`config.mk`:
```
export PLATFORM = sky130hd
export DESIGN_NAME = cv32e41s_power_ctrl
export DESIGN_NICKNAME = d
export VERILOG_FILES = /design/src/rtl/cv32e41s_power_ctrl.sv
export SDC_FILE = /design/constraint.sdc
export NUM_CORES = 1
export LEC_CHECK = 0
export ABC_CLOCK_PERIOD_IN_PS = 4900
export BUFFER_PORTS_ARGS = -buffer_cell sky130_fd_sc_hd__buf_2
export CAP_MARGIN = 20
export CORE_ASPECT_RATIO = 1.4
export CORE_MARGIN = 1.5
export CORE_UTILIZATION = 50
export CTS_BUF_LIST = sky130_fd_sc_hd__clkbuf_8 sky130_fd_sc_hd__clkbuf_16
export DETAILED_ROUTE_END_ITERATION = 16
export GPL_TIMING_DRIVEN = 0
export PLACE_DENSITY = 0.85
export REMOVE_ABC_BUFFERS = 1
export SLEW_MARGIN = 10
export SYNTH_ARGS = -nofsm -noshare
export SYNTH_HDL_FRONTEND = slang
export SYNTH_SLANG_ARGS = --single-unit
```
`constraint.sdc`:
```
create_clock -name clk_i -period 4.9 [get_ports clk_i]
set_clock_uncertainty 0.2 [all_clocks]
set_input_delay 0.98 -clock clk_i [delete_from_list [all_inputs] [get_ports clk_i]]
set_output_delay 0.98 -clock clk_i [all_outputs]
set_load 0.02 [all_outputs]
```
`src/rtl/cv32e41s_power_ctrl.sv`:
```
// cv32e41s_power_ctrl: platform-side responder to the core sleep unit.
// It issues the boot fetch_enable, filters core_sleep into a SLEEP state,
// gates peripheral clocks while asleep and holds interrupts back from the
// core until the peripheral clock has been running for WAKE_DELAY cycles.
// Optional feature: define PWR_CTRL_SLEEP_CNT_EN to build the saturating
// sleep-cycle counter; without it sleep_cnt_o is tied to zero.
module cv32e41s_power_ctrl #(
   parameter int unsigned BOOT_DELAY   = 4,
   parameter int unsigned SLEEP_FILTER = 2,
   parameter int unsigned WAKE_DELAY   = 3,
   parameter int unsigned NUM_IRQ      = 16,
   parameter int unsigned CNT_W        = 32
) (
   input  logic               clk_i,
   input  logic               rst_i,
   input  logic               boot_req_i,
   output logic               fetch_enable_o,
   input  logic               core_sleep_i,
   input  logic [NUM_IRQ-1:0] irq_i,
   input  logic [NUM_IRQ-1:0] irq_mask_i,
   output logic [NUM_IRQ-1:0] irq_o,
   input  logic               debug_req_i,
   output logic               debug_req_o,
   output logic               periph_clk_en_o,
   output logic               sleep_o,
   input  logic               sleep_cnt_clr_i,
   output logic [CNT_W-1:0]   sleep_cnt_o
);

   typedef enum logic [1:0] {
      ST_BOOT  = 2'd0,
      ST_RUN   = 2'd1,
      ST_SLEEP = 2'd2,
      ST_WAKE  = 2'd3
   } state_t;

   // A zero delay still needs one edge to leave BOOT/WAKE, so limits floor at 1.
   localparam logic [7:0] BOOT_LIM = (BOOT_DELAY == 0) ? 8'd1 : 8'(BOOT_DELAY);
   localparam logic [7:0] WAKE_LIM = (WAKE_DELAY == 0) ? 8'd1 : 8'(WAKE_DELAY);
   localparam logic [7:0] FILT_LIM = (SLEEP_FILTER == 0) ? 8'd1 : 8'(SLEEP_FILTER);

   state_t     state_r;
   logic       boot_seen_r;
   logic [7:0] boot_cnt_r;
   logic [7:0] filt_cnt_r;
   logic [7:0] wake_cnt_r;
   logic       fetch_enable_r;
   logic       periph_clk_en_r;
   logic       sleep_r;

   logic       wake_ev_s;
   logic       filt_done_s;

   // Wake sources: any unmasked interrupt line or a debug request.
   always_comb begin
      wake_ev_s   = (|(irq_i & irq_mask_i)) | debug_req_i;
      filt_done_s = core_sleep_i & (filt_cnt_r >= (FILT_LIM - 8'd1));
   end

   // Main power FSM with its counters and registered status outputs.
   always_ff @(posedge clk_i) begin
      if (rst_i) begin
         state_r         <= ST_BOOT;
         boot_seen_r     <= 1'b0;
         boot_cnt_r      <= 8'd0;
         filt_cnt_r      <= 8'd0;
         wake_cnt_r      <= 8'd0;
         fetch_enable_r  <= 1'b0;
         periph_clk_en_r <= 1'b1;
         sleep_r         <= 1'b0;
      end else begin
         case (state_r)
            ST_BOOT: begin
               // Only the first sampled request starts the count; later
               // changes of boot_req_i are ignored until the next reset.
               if (boot_seen_r) begin
                  if (boot_cnt_r >= BOOT_LIM) begin
                     state_r        <= ST_RUN;
                     fetch_enable_r <= 1'b1;
                     filt_cnt_r     <= 8'd0;
                  end else begin
                     boot_cnt_r <= boot_cnt_r + 8'd1;
                  end
               end else if (boot_req_i) begin
                  boot_seen_r <= 1'b1;
                  boot_cnt_r  <= 8'd1;
               end else begin
                  boot_cnt_r <= 8'd0;
               end
            end
            ST_RUN: begin
               if (!core_sleep_i) begin
                  filt_cnt_r <= 8'd0;
               end else if (filt_done_s) begin
                  // A wake event racing the filter completion keeps us awake.
                  filt_cnt_r <= 8'd0;
                  if (!wake_ev_s) begin
                     state_r         <= ST_SLEEP;
                     periph_clk_en_r <= 1'b0;
                     sleep_r         <= 1'b1;
                  end else begin
                     state_r <= ST_RUN;
                  end
               end else begin
                  filt_cnt_r <= filt_cnt_r + 8'd1;
               end
            end
            ST_SLEEP: begin
               // Core waking on its own beats a pending wake event.
               if (!core_sleep_i) begin
                  state_r         <= ST_RUN;
                  periph_clk_en_r <= 1'b1;
                  sleep_r         <= 1'b0;
                  filt_cnt_r      <= 8'd0;
               end else if (wake_ev_s) begin
                  state_r         <= ST_WAKE;
                  periph_clk_en_r <= 1'b1;
                  sleep_r         <= 1'b0;
                  wake_cnt_r      <= 8'd1;
               end else begin
                  state_r <= ST_SLEEP;
               end
            end
            ST_WAKE: begin
               if (wake_cnt_r >= WAKE_LIM) begin
                  state_r    <= ST_RUN;
                  filt_cnt_r <= 8'd0;
               end else begin
                  wake_cnt_r <= wake_cnt_r + 8'd1;
               end
            end
            default: begin
               state_r         <= ST_BOOT;
               periph_clk_en_r <= 1'b1;
               sleep_r         <= 1'b0;
            end
         endcase
      end
   end

   // Interrupts reach the core only in RUN, unmasked; debug passes straight through.
   always_comb begin
      irq_o       = {NUM_IRQ{1'b0}};
      debug_req_o = debug_req_i;
      if (state_r == ST_RUN) begin
         irq_o = irq_i;
      end else begin
         irq_o = {NUM_IRQ{1'b0}};
      end
   end

   assign fetch_enable_o  = fetch_enable_r;
   assign periph_clk_en_o = periph_clk_en_r;
   assign sleep_o         = sleep_r;

`ifdef PWR_CTRL_SLEEP_CNT_EN
   logic [CNT_W-1:0] sleep_cnt_r;

   // Saturating count of cycles spent in SLEEP; clear has priority.
   always_ff @(posedge clk_i) begin
      if (rst_i) begin
         sleep_cnt_r <= {CNT_W{1'b0}};
      end else if (sleep_cnt_clr_i) begin
         sleep_cnt_r <= {CNT_W{1'b0}};
      end else if ((state_r == ST_SLEEP) && (sleep_cnt_r != {CNT_W{1'b1}})) begin
         sleep_cnt_r <= sleep_cnt_r + {{(CNT_W-1){1'b0}}, 1'b1};
      end else begin
         sleep_cnt_r <= sleep_cnt_r;
      end
   end

   assign sleep_cnt_o = sleep_cnt_r;
`else
   logic unused_clr_s;
   assign unused_clr_s = sleep_cnt_clr_i;
   assign sleep_cnt_o  = {CNT_W{1'b0}};
`endif

endmodule

```
# Word level (Yosys, flattened, before mapping)
# Cells that the tools add are included.
# op_classes
mux	38
bitwise	3
add_sub_neg	3
n_reduce_logical	10
n_eq_ne	15
magnitude_cmp	3
# ops
op	n
8-bit two-way mux	11
8-bit case mux with 4 select lines	1
8-bit by 1-bit adder with 8-bit output, second input constant	3
2-bit != test, second input constant	11
16-bit bitwise AND	1
16-bit two-way mux	1
8-bit case mux with 2 select lines	1
16-bit OR reduction	1
1-bit two-way mux	14
2-bit two-way mux	7
5-bit AND reduction	2
8-bit by 1-bit >= comparator with 1-bit output, second input constant	1
8-bit by 2-bit >= comparator with 1-bit output, second input constant	1
8-bit by 3-bit >= comparator with 1-bit output, second input constant	1
2-bit case mux with 4 select lines	1
4-bit AND reduction	2
2-bit equality test, second input constant	2
1-bit case mux with 2 select lines	2
2-bit nonzero test	2
3-bit != test, second input constant	1
3-bit AND reduction	1
2-bit by 1-bit equality test with 1-bit output, second input constant	1
2-bit zero test	1
2-bit AND reduction	1
2 further kinds	2
# word_totals
output_inout_bits	52
inputBits	38
word_cells	80
register_bits	30

# Logic depth before layout (Yosys ltp)
# logic_depth
depth_word	7
depth_mapped	7
depth_no_buf	7

# Worst setup path after synthesis
# Ideal clock, no wire load.
# synth_path
path_kind	input port to flip-flop
from	in irq_i[2]
to	reg wake_cnt_r[3]
required_time_ns	4.585
n_path_buf	0
t_arrival_ns	2.243
path_slack_ns	2.342
stages	5
cell_sequence	a222oi_1 -> nand3_1 -> o31ai_1 -> a221oi_1 -> o21a_1
# synth_between
elab_chain_cells	5
# synth_rtl
item	line	rtl
from (decl)	19	input logic [NUM_IRQ-1:0] irq_i,
16-bit bitwise AND	56	wake_ev_s = (|(irq_i & irq_mask_i)) | debug_req_i;
16-bit OR reduction	56	
1-bit OR	56	
2-bit != test (no source line)	-	
4-bit AND reduction (no source line)	-	
to (signal assigned)	129	wake_cnt_r <= wake_cnt_r + 8'd1;
to (decl)	46	logic [7:0] wake_cnt_r;
# No other way between the ends.
# A chain may end at the register's enable or synchronous reset.

# Worst setup path in the final report
# layout_path
from	reg state_r[1]
to	out irq_o[2]
# layout_between
elab_chain_cells	2
# layout_rtl
item	line	rtl
from (decl)	42	state_t state_r;
from (signal assigned)	63	state_r <= ST_BOOT;
from (signal assigned)	78	state_r <= ST_RUN;
from (signal assigned)	98	state_r <= ST_SLEEP;
2-bit by 1-bit equality test with 1-bit output	145	if (state_r == ST_RUN) begin
16-bit two-way mux	145	
to (decl)	21	output logic [NUM_IRQ-1:0] irq_o,
# No other way between the ends.

==> results.cfg <==
[outcome]
status = finished, final reports clean

[clock_network]
clk_pin_slew_worst_paths_ns = 0.06
root_buffer = clkbuf_8
clk_latency_ns = 0.28
cts_inserted_buffers = 5
hold_buffers = 0
htree_num_levels = 2
cts_tree = yes
postCtsResizedCells = 0
cts_setup_buffers = 0
cts_sinks = 30
cts_buffer_depth = 2

[detailed_routing]
post_drt_wl_per_cell_um = 12.0
firstDrtPassIters = 4
vias = 1730
drc = 0
finalWirelength_um = 3860
viasPerCell = 5.37
detail-route-antenna-nets = 0
drtIter0Drc = 25

[synthesis]
synth_seq_cells = 30
yosys_warnings = 0
netlist_area_mm2 = 0.00193
syn_inst = 223
yosys-top-cells-area = dfxtp_1 (31%), buf_4 (13%), and2_1 (6.5%)
synth.largest_area_cell = dfxtp_1
ys_types = 52
syn_area_per_cell_um2 = 8.64
synth_seq_area_share_pct = 31.2
synth_enable_flop_cells = 0
async_flop_share_pct = 0
yosys.area.top_type_share_pct = 31.2
synth_ff_type = dfxtp_1

[global_route]
antenna_found_initial = 0
gr-total-overflow = 0
grt_pass1_wl_um = 6460
grt_pass1_vias = 1605
grt_max_degree = 20
grt_use_total_pct = 18.4

[cells_and_area]
diodes = 0
layout_commonest_cell = buf_2
fillers = 337
areaGrowthSynthToFinish_pct = 14.4
layoutNonFillerInstCount = 322
fin_util_pct = 59.9
final_cell_mix = buf_2 (56), conb_1 (32), dfxtp_1 (30)
finalNetCount = 327
layout-drive-gt1-share_pct = 26.1

[timing]
min_period_ns = 2.76
min_period_over_period_pct = 56.3
drv_slew = 0
setup-tns-final_ns = 0
report.final.setup_viol = 0
hold_viol = 0
setup_ws_ns = 2.14
slew_headroom_pct = 39.8
tightest_slew_ns = 0.903
fmax_mhz = 362
grt_setup_unrepaired = false

[power_and_ir_drop]
p_switching_mw = 0.185
p_comb_share_pct = 20.6
p_leak_nw = 1.07
seqPwrFrac_pct = 40.9
total_power_mw = 0.629
pwr-share-clk_pct = 38.5
switching_share_pct = 29.4
peakVddDrop_uv = 246
cellPowerDensity_mw_per_mm2 = 285
power.internal_mw = 0.444

[flow_run]
drv_cap = 0

[setup_path]
worstSetupStartpointType = register
worstPathCellList = inv_1 -> ha_1 -> and2_1 -> buf_2
worstPathRequired_ns = 3.72
criticalPathCategory = register to primary output
crit_slowest_cell = ha_1
critPathMaxStageDelay_ns = 0.49
critPathMaxFanout = 19
endpoint_kind = primary output
critPathArrivalTime_ns = 1.58

[placed_design]
routabilityCongestion = 0.823
io_buffer_count = 56
dp_slack_ns = 1.94
place.detailed.hpwl_um = 3060
place_inst = 314

[floorplan]
core_area_mm2 = 0.00368
die_w_um = 55.5
rows = 26
die_y_um = 76.5
ios = 90
dieArea_mm2 = 0.00424
start_util_pct = 52.4

[hold_path]
hold_class = register to register
[critical path: cells and delay by family (launching register included)]
family	cells	cell delay [ns]
adders and majority gates	1	0.49
and+or+nand+nor	1	0.22
buffers and inverters	2	0.27
DFF	1	0.33
[flip-flops by register name, indices dropped and copies added, names as in the netlist]
name             flops
fetch_enable_o       1
wake_cnt_r           8
sleep_o              1
state_r              2
filt_cnt_r           8
periph_clk_en_o      1
boot_cnt_r           8
boot_seen_r          1
[power groups by stage]
stage	Clock, mW	Sequential [mW]	Combinational [mW]
finish	0.242	0.257	0.130
global route	0.256	0.258	0.143
CTS	0.247	0.257	0.129
detailed placement	0	0.263	0.129
global placement	0	0.262	0.125
floorplan	0	0.261	0.0883
[layout make-up]
type                            count  area [µm²]  area share (%)
Timing Repair Buffer               56         280            12.7
Tap cell                           42        52.6            2.39
Inverter                           14        52.6            2.39
Clock inverter                      3        40.0            1.82
Sequential cell                    30         601            27.3
Clock buffer                        5        68.8            3.12
Multi-Input combinational cell    172        1110            50.3
[cell usage after synthesis (2+ instances only)]
cell type / number
buf_4: 33
dfxtp_1: 30
and2_1: 20
inv_1: 14
a21oi_1: 11
nor2_1: 11
ha_1: 10
nand2_1: 8
a22oi_1: 6
nand3_1: 6
o21a_1: 6
nor3_1: 4
a211oi_1: 3
a221oi_1: 3
a41oi_1: 3
and3_1: 3
clkbuf_1: 3
mux2i_1: 3
nand4_1: 3
nor4_1: 3
or3_1: 3
buf_6: 2
nand2b_1: 2
o21ai_0: 2
o31ai_1: 2
or4_1: 2
or4_4: 2
[routing by layer]
| layer | vias to the layer above | track usage (%) | routed length [µm] |
|---|---|---|---|
| met5 | - | 0 | 0 |
| met4 | 0 | 9.51 | 100 |
| met3 | 11 | 4.24 | 214 |
| met2 | 71 | 33.2 | 2040 |
| met1 | 794 | 19.4 | 1510 |
| li1 | 854 | - | - |
[cell families after synthesis]
kind of cell	share of synthesized area [%]
AOI/OAI and AO/OA	20.8
xor gates and xnor gates	0.455
adders and majority gates	6.49
buffers and inverters	17.3
DFF	31.2
muxes	1.56
other	0.195
and+or+nand+nor	22.0
[stage by stage]
step / cell area [µm²] / hold slack [ns]
floorplan: 1760 / 0.224
global placement: 2090 / 0.231
detailed placement: 2090 / 0.239
CTS: 2200 / 0.250
global route: 2200 / 0.260
finish: 2200 / 0.246
[worst paths after layout]
path | startpoint | endpoint | slack [ns] | depth (start not counted)
setup / recovery | state_r[1] | irq_o[2] | 2.14 | 4
hold reg to reg | periph_clk_en_o | periph_clk_en_o | 0.25 | 2
setup reg to reg | state_r[1] | filt_cnt_r[7] | 2.56 | 7
hold / removal | periph_clk_en_o | periph_clk_en_o | 0.25 | 2
No activity file was read; power rests on OpenSTA's default activity.
